$ cat src/rtl/video_stream_pkg.sv
// video_stream_pkg: shared pixel type, source FSM states and default image geometry
package video_stream_pkg;
  localparam int DEF_IMG_W = 320;
  localparam int DEF_IMG_H = 240;
  localparam int PIX_W = 12;
  typedef logic [PIX_W-1:0] pixel_t;
  typedef enum logic [1:0] {IDLE, STREAM, DRAIN} src_state_t;
endpackage

$ cat src/rtl/stream_skid_fifo.sv
// stream_skid_fifo: 2-entry buffer of tagged pixels, head entry drives the stream outputs
module stream_skid_fifo
  import video_stream_pkg::*;
#(
  parameter int DATA_W = PIX_W
) (
  input  logic              clk,
  input  logic              reset,
  input  logic              push,
  input  logic              pop,
  input  logic [DATA_W-1:0] din_data,
  input  logic              din_sop,
  input  logic              din_eop,
  output logic [DATA_W-1:0] head_data,
  output logic              head_sop,
  output logic              head_eop,
  output logic [1:0]        count
);
  localparam int E = DATA_W + 2;
  logic [E-1:0] e0_q, e0_d, e1_q, e1_d, din;
  logic [1:0] count_q, count_d, rem;
  assign din = {din_data, din_sop, din_eop};
  // pop shifts entry 1 into the head, then a push lands in the first free slot
  always_comb begin
    rem = count_q - {1'b0, pop};
    e0_d = (push && rem == 2'd0) ? din : (pop ? e1_q : e0_q);
    e1_d = (push && rem == 2'd1) ? din : e1_q;
    count_d = rem + {1'b0, push};
  end
  // storage and occupancy registers
  always_ff @(posedge clk or negedge reset) begin
    if (!reset) begin
      e0_q <= '0;
      e1_q <= '0;
      count_q <= '0;
    end else begin
      e0_q <= e0_d;
      e1_q <= e1_d;
      count_q <= count_d;
    end
  end
  assign {head_data, head_sop, head_eop} = e0_q;
  assign count = count_q;
endmodule

$ cat src/rtl/image_stream_source.sv
// image_stream_source: streams one raster-ordered frame from a sync ROM as a sop/eop packet
module image_stream_source
  import video_stream_pkg::*;
#(
  parameter int IMG_W  = DEF_IMG_W,
  parameter int IMG_H  = DEF_IMG_H,
  parameter int DATA_W = PIX_W,
  parameter int ADDR_W = 17
) (
  input  logic              clk,
  input  logic              reset,
  input  logic              start,
  input  logic              continuous,
  output logic              mem_rd_en,
  output logic [ADDR_W-1:0] mem_addr,
  input  logic [DATA_W-1:0] mem_rd_data,
  input  logic              ready_in,
  output logic [DATA_W-1:0] data_out,
  output logic              sop_out,
  output logic              eop_out,
  output logic              valid_out,
  output logic              busy,
  output logic              frame_done
);
  localparam logic [ADDR_W-1:0] LAST = ADDR_W'(IMG_W * IMG_H - 1);
  src_state_t state_q, state_d;
  logic [ADDR_W-1:0] addr_q, addr_d;
  logic in_flight_q, in_flight_d;
  logic [1:0] tag_q, tag_d;
  logic [1:0] count;
  logic [2:0] occ;
  logic pop;
  assign pop = valid_out && ready_in;
  stream_skid_fifo #(.DATA_W(DATA_W)) u_fifo (
    .clk(clk), .reset(reset), .push(in_flight_q), .pop(pop),
    .din_data(mem_rd_data), .din_sop(tag_q[1]), .din_eop(tag_q[0]),
    .head_data(data_out), .head_sop(sop_out), .head_eop(eop_out), .count(count)
  );
  assign valid_out = count != 2'd0;
  assign busy = state_q != IDLE;
  assign mem_addr = addr_q;
  // next state, read issue gated on buffer room after this cycle's pop, frame completion
  always_comb begin
    state_d = state_q;
    addr_d = addr_q;
    mem_rd_en = 1'b0;
    frame_done = 1'b0;
    occ = {1'b0, count} + {2'b0, in_flight_q} - {2'b0, pop};
    unique case (state_q)
      IDLE: state_d = (start || continuous) ? STREAM : IDLE;
      STREAM: begin
        mem_rd_en = occ < 3'd2;
        addr_d = !mem_rd_en ? addr_q : (addr_q == LAST ? '0 : addr_q + ADDR_W'(1));
        state_d = (mem_rd_en && addr_q == LAST) ? DRAIN : STREAM;
      end
      DRAIN: begin
        frame_done = count == 2'd0 && !in_flight_q;
        state_d = !frame_done ? DRAIN : (continuous ? STREAM : IDLE);
      end
      default: state_d = IDLE;
    endcase
    in_flight_d = mem_rd_en;
    tag_d = mem_rd_en ? {addr_q == '0, addr_q == LAST} : tag_q;
  end
  // FSM, address counter and in-flight read tracking
  always_ff @(posedge clk or negedge reset) begin
    if (!reset) begin
      state_q <= IDLE;
      addr_q <= '0;
      in_flight_q <= 1'b0;
      tag_q <= '0;
    end else begin
      state_q <= state_d;
      addr_q <= addr_d;
      in_flight_q <= in_flight_d;
      tag_q <= tag_d;
    end
  end
endmodule
$ cat config.mk
export PLATFORM = sky130hd
export DESIGN_NAME = image_stream_source
export DESIGN_NICKNAME = d
export VERILOG_FILES = /design/src/rtl/video_stream_pkg.sv /design/src/rtl/stream_skid_fifo.sv /design/src/rtl/image_stream_source.sv
export SDC_FILE = /design/constraint.sdc
export NUM_CORES = 1
export LEC_CHECK = 0
export CORE_ASPECT_RATIO = 0.9
export CORE_UTILIZATION = 30
export DETAILED_ROUTE_END_ITERATION = 10
export SETUP_SLACK_MARGIN = 0.15
export SYNTH_ARGS = -nofsm -noshare
export SYNTH_HDL_FRONTEND = slang
export SYNTH_SLANG_ARGS = --single-unit
$ cat constraint.sdc
create_clock -name clk -period 3.4 [get_ports clk]
set_input_delay 0.34 -clock clk [delete_from_list [all_inputs] [get_ports clk]]
set_output_delay 0.34 -clock clk [all_outputs]
set_load 0.02 [all_outputs]
## Word level (Yosys, flattened, before mapping)

Cells that the tools add are included.
Widths: inputs -> output; s select.

- Bits in read-only memories: 0
- Bits in latches: 0
- Memory bits (writable): 0
- Logic and storage cells: 42
- Memories kept: 0
- Input port bits: 17
- Flip-flop bits (word level): 52
- Output and inout bits: 35

- Shift operators: 0
- Divide/modulo/power cells: 0
- Multiplexer cells: 10
- $lt $le $gt $ge: 1
- Bitwise gates (word level): 0
- Multiply operators: 0
- Reductions and logical operators: 15
- Eq/ne operators: 4
- $add $sub $neg: 5

Operator list:

| kind | number |
|---|---|
| $mux 14 | 2 |
| $add 17x1->17 const B | 1 |
| $eq 17x17->1 const B | 1 |
| $logic_not 17->1 | 1 |
| $mux 17 | 1 |
| $logic_not 2->1 | 3 |
| $pmux 2 s3 | 1 |
| $reduce_bool 2->1 | 3 |
| $logic_and 1x1->1 | 5 |
| $eq 2x1->1 const B | 2 |
| $mux 1 | 4 |
| $mux 2 | 2 |
| $add 2x1->3 | 1 |
| $lt 3x2->1 const B | 1 |
| $sub 3x1->3 | 1 |
| $add 2x1->2 | 1 |
| $eq 2x2->1 const B | 1 |
| $reduce_and 2->1 | 1 |
| $sub 2x1->2 | 1 |
| $logic_not 1->1 | 1 |
| $logic_or 1x1->1 | 1 |

## Depth between registers and ports, before layout

- Word-level depth: 7
- Depth in mapped cells: 10
- Gate-level depth less buffers: 9

## Modules after synthesis

A second synthesis with hierarchy kept.

- Cell total of the unflattened synthesis: 228
- Area total of the unflattened synthesis: 2612.5 sq um

Modules (own cells, without submodules):

| module | area an instance (sq um) | times used | cells an instance | seq. area each (sq um) |
|---|---|---|---|---|
| stream_skid_fifo | 1322.5 | 1 | 99 | 750.7 |
| image_stream_source | 1290.0 | 1 | 129 | 550.5 |

## Least setup slack after synthesis

Ideal clock, no wire load.

- Path kind: flip-flop to flip-flop
- From: register u_fifo.count_q[1] (netlist: u_fifo.count[1])
- To: register addr_q[13] (netlist: mem_addr[13])
- Setup slack: 790 ps
- Stages on the path, launching flop included: 9
- Required time: 3323 ps
- Setup time: 77 ps
- Clock period less this slack: 2610 ps
- Buffers on the path: 0
- Arrival time: 2532 ps
- Cell sequence: dfrtp_1 > nand3b_1 > o21ai_0 > and2_1 > fa_1 > xnor2_1 > or4_4 > or4_1 > a21oi_1

- Cells in the longest elaborated chain, start to end: 5
- Elaborated cells between the ends (all ways): 6
- Those cells by class: add/sub (2); order compare (1); reduce/logical (3)

Ends and longest elaborated chain:

| what | RTL line | source |
|---|---|---|
| start, declared | stream_skid_fifo.sv:21 | `logic [1:0] count_q, count_d, rem;` |
| start signal, assigned | stream_skid_fifo.sv:39 | `count_q <= count_d;` |
| parallel branches: the longest is 2 deep, another holds $add 2x1->3 | - |  |
| $sub 3x1->3 * | image_stream_source.sv:48 | `occ = {1'b0, count} + {2'b0, in_flight_q} - {2'b0, pop};` |
| $lt 3x2->1 * | image_stream_source.sv:52 | `mem_rd_en = occ < 3'd2;` |
| $reduce_and 2->1 (no source line) * | - |  |
| end signal, assigned | image_stream_source.sv:74 | `addr_q <= addr_d;` |
| end, declared | image_stream_source.sv:27 | `logic [ADDR_W-1:0] addr_q, addr_d;` |

Mark *: on every way between the ends.
A chain may end at the register's enable or synchronous reset.

## Worst setup path after layout

- From: input port ready_in
- To: register addr_q[13] (netlist: mem_addr[13])

- Cells in the longest elaborated chain, start to end: 4

Ends and longest elaborated chain:

| what | RTL line | source |
|---|---|---|
| start, declared | image_stream_source.sv:17 | `input logic ready_in,` |
| $logic_and 1x1->1 | image_stream_source.sv:33 | `assign pop = valid_out && ready_in;` |
| $sub 3x1->3 | image_stream_source.sv:48 |  |
| $lt 3x2->1 | image_stream_source.sv:52 |  |
| $reduce_and 2->1 (no source line) | - |  |

No other way between the ends.

==> reports/results.tsv <==
metric	value	unit
status	finished with violations	
failing checks	design-rule violations	
commonest non-fill, non-tap cell in the layout	dfrtp_1	
RSZ-0062 raised after global routing	false	
Achievable Freq	354	MHz
Via Count	1901	
std cell rows	31	
Distinct cells, synth	43	
synthesized flop and latch total	52	
Least-Margin Pin Slew	0.827	ns
CP Data Required Time	3.63	ns
Slew Viols, Final	0	
Register-to-Register Path Depth	7	
Worst Skew	0.00731	ns
total track usage	0.133	
Post-Syn Area	0.00249	mm2
final worst slack	0.574	ns
Die Y	88.5	um
CTS tree	yes	
Die X	98.1	um
RR Startpoint	u_fifo.count[1]$_DFF_PN0_	
max cap viols	0	
multi-input logic area	0.00112	mm2
I/O pin cnt	52	
clock buffer depth	2	
Hold Buf Count CTS	0	
initial antenna violation count	0	
fraction of registers with async set/reset	1.00	
Detailed Place HPWL	3.90	mm
Nets	305	
Vias/cell	4.96	
Final Power	2.55	mW
PD cells	784	mW/mm2
antenna cells	0	
DR WL/cell	14.5	um
CP peak stage delay	0.61	ns
worst flop-to-flop path endpoint	mem_addr[13]$_DFFE_PN0P_	
buffers added on ports	51	
Static Leak	1.45	nW
layout cells sized above 1	0.130	
Ys Warns	0	
Synth Flop Type	dfrtp_1	
setup_tns	0	ns
crit-path cells	clkdlybuf4s50_1, nand3b_1, o21ai_0, and2_1, fa_1, or4_4, or4_1, a21oi_1	
CP Max Fanout	5	
Root Driver	clkbuf_8	
clock net sink count	52	
Post-Syn Instances	228	
pin count of the biggest net entering global routing	29	
Area Overhead vs Synth	30.4	%
register clock-pin slew on the reported worst setup and hold paths	0.10	ns
first-pass GRT wire length	9.25	mm
Die Footprint	0.00868	mm2
worst endpoint data arrival time	3.05	ns
Worst path slowest cell	or4_4	
pre-CTS setup slack	0.166	ns
H-tree depth	2	
syn_area_per_cell	10.9	um2
Util after Layout	0.403	
Sequential Area	0.00130	mm2
Pre-antenna DRT Iters	7	
worst setup path class	input pin to register	
Iteration-0 DRC Markers	103	
Initial Util	0.309	
Setup crit start kind	input pin	
Worst-Skew Late Latency	0.30	ns
total grt overflow	0	
number of flops mapped to enable cells by yosys	0	
Placer Congestion	0.792	
core area	0.00807	mm2
Hold Path Class	input pin to asynchronous set/reset pin	
Hold Vio Cnt, Final	0	
CTS buffer count	5	
Fill cells	814	
number of global-route vias before repair	1851	
Syn Nets	250	
final WL	5.54	mm
Reg2Reg Setup Slack	0.66	ns
Tmin final	2.83	ns
crit end category	register	
Setup Viol. Count Final	0	
Max IR drop VDD	0.000321	V
antenna-violating nets left	0	
relative slew slack	0.447	
fin crit share	0.831	
# DRC	3	
register area share after synthesis	0.522	
commonest cells after routing, fill and taps aside	dfrtp_1 (52), clkdlybuf4s50_1 (49), nor2_1 (18)	
cell families (layout without fill, tap and decap cells):
group	after synthesis	count (layout)	share of synthesized area
simple gates	79	79	0.176
flops	52	52	0.522
compound gates	34	34	0.0803
mux	30	30	0.127
buf+inv	18	74	0.0316
xor+xnor	10	10	0.0351
fa+ha+maj	5	5	0.0281
critical path: cells and delay by family:
family | cells | cell delay (ns)
adders and majority gates | 1 | 0.49
buffers and inverters | 1 | 0.53
AOI/OAI and AO/OA | 2 | 0.29
and+or+nand+nor | 4 | 1.39
per-layer routing:
metal,share of wire,wire (um),track usage,vias to the layer above
li1,-,-,-,927
met1,0.49,2720,0.187,938
met2,0.46,2550,0.210,29
met3,0.039,215,0.0253,7
met4,0.010,58,0.0372,0
met5,0,0,0,-
cells in the mapped netlist, types with 6 or more instances:
library cell	n	area (um2)
nor3_1	7	35.0
clkbuf_1	6	22.5
o21ai_0	6	30.0
inv_1	8	30.0
nand2_1	13	48.8
xor2_1	7	61.3
mux2_2	14	158
dfrtp_1	52	1300
mux2i_1	16	160
nor4_1	6	37.5
nor2_1	18	67.6
nand3_1	9	45.0
a21oi_1	16	80.1
metrics by stage:
stage | std cells | hold WS, ns | instance area (um2)
2_1_floorplan | 228 | 0.0444 | 2490
3_5_place_dp | 375 | 0.369 | 3130
3_3_place_gp | 375 | 0.368 | 3130
4_1_cts | 383 | 0.0317 | 3240
5_1_grt | 383 | 0.0453 | 3250
6_report | 383 | 0.0199 | 3250
registers in the layout (all words and copies together) (netlist names):
signal / count
u_fifo.e0_q: 14
in_flight_q: 1
state_q: 2
u_fifo.count: 2
u_fifo.e1_q: 14
tag_q: 2
mem_addr: 17
worst max path at each step:
stage	start	endpoint
final	ready_in	mem_addr[13]$_DFFE_PN0P_
after global routing	ready_in	mem_addr[16]$_DFFE_PN0P_
after CTS	ready_in	mem_rd_en
after detailed placement	ready_in	mem_rd_en
after global placement	ready_in	mem_rd_en
after floorplan	u_fifo.count[1]$_DFF_PN0_	mem_addr[13]$_DFFE_PN0P_
cell type report:
class | count | share of cell area
multi-input combinational | 158 | 0.346
tap | 99 | 0.0381
clock inverter | 2 | 0.0119
timing repair buffer | 58 | 0.172
sequential | 52 | 0.400
inverter | 8 | 0.00923
clock buffer | 6 | 0.0223
where the power goes:
group,switching [mW],internal (mW),leakage (nW)
Clock,0.208,0.223,0.0558
Sequential,0.143,0.825,0.654
Combinational,0.588,0.565,0.744
repair_timing:
item / CTS / global route
resized for setup: 0 / 2
setup endpoints to repair: 0 / 1
buffers inserted: 0 / 0
hold endpoints to repair: 0 / 0
Note: power is estimated with default switching activity, not from simulation.
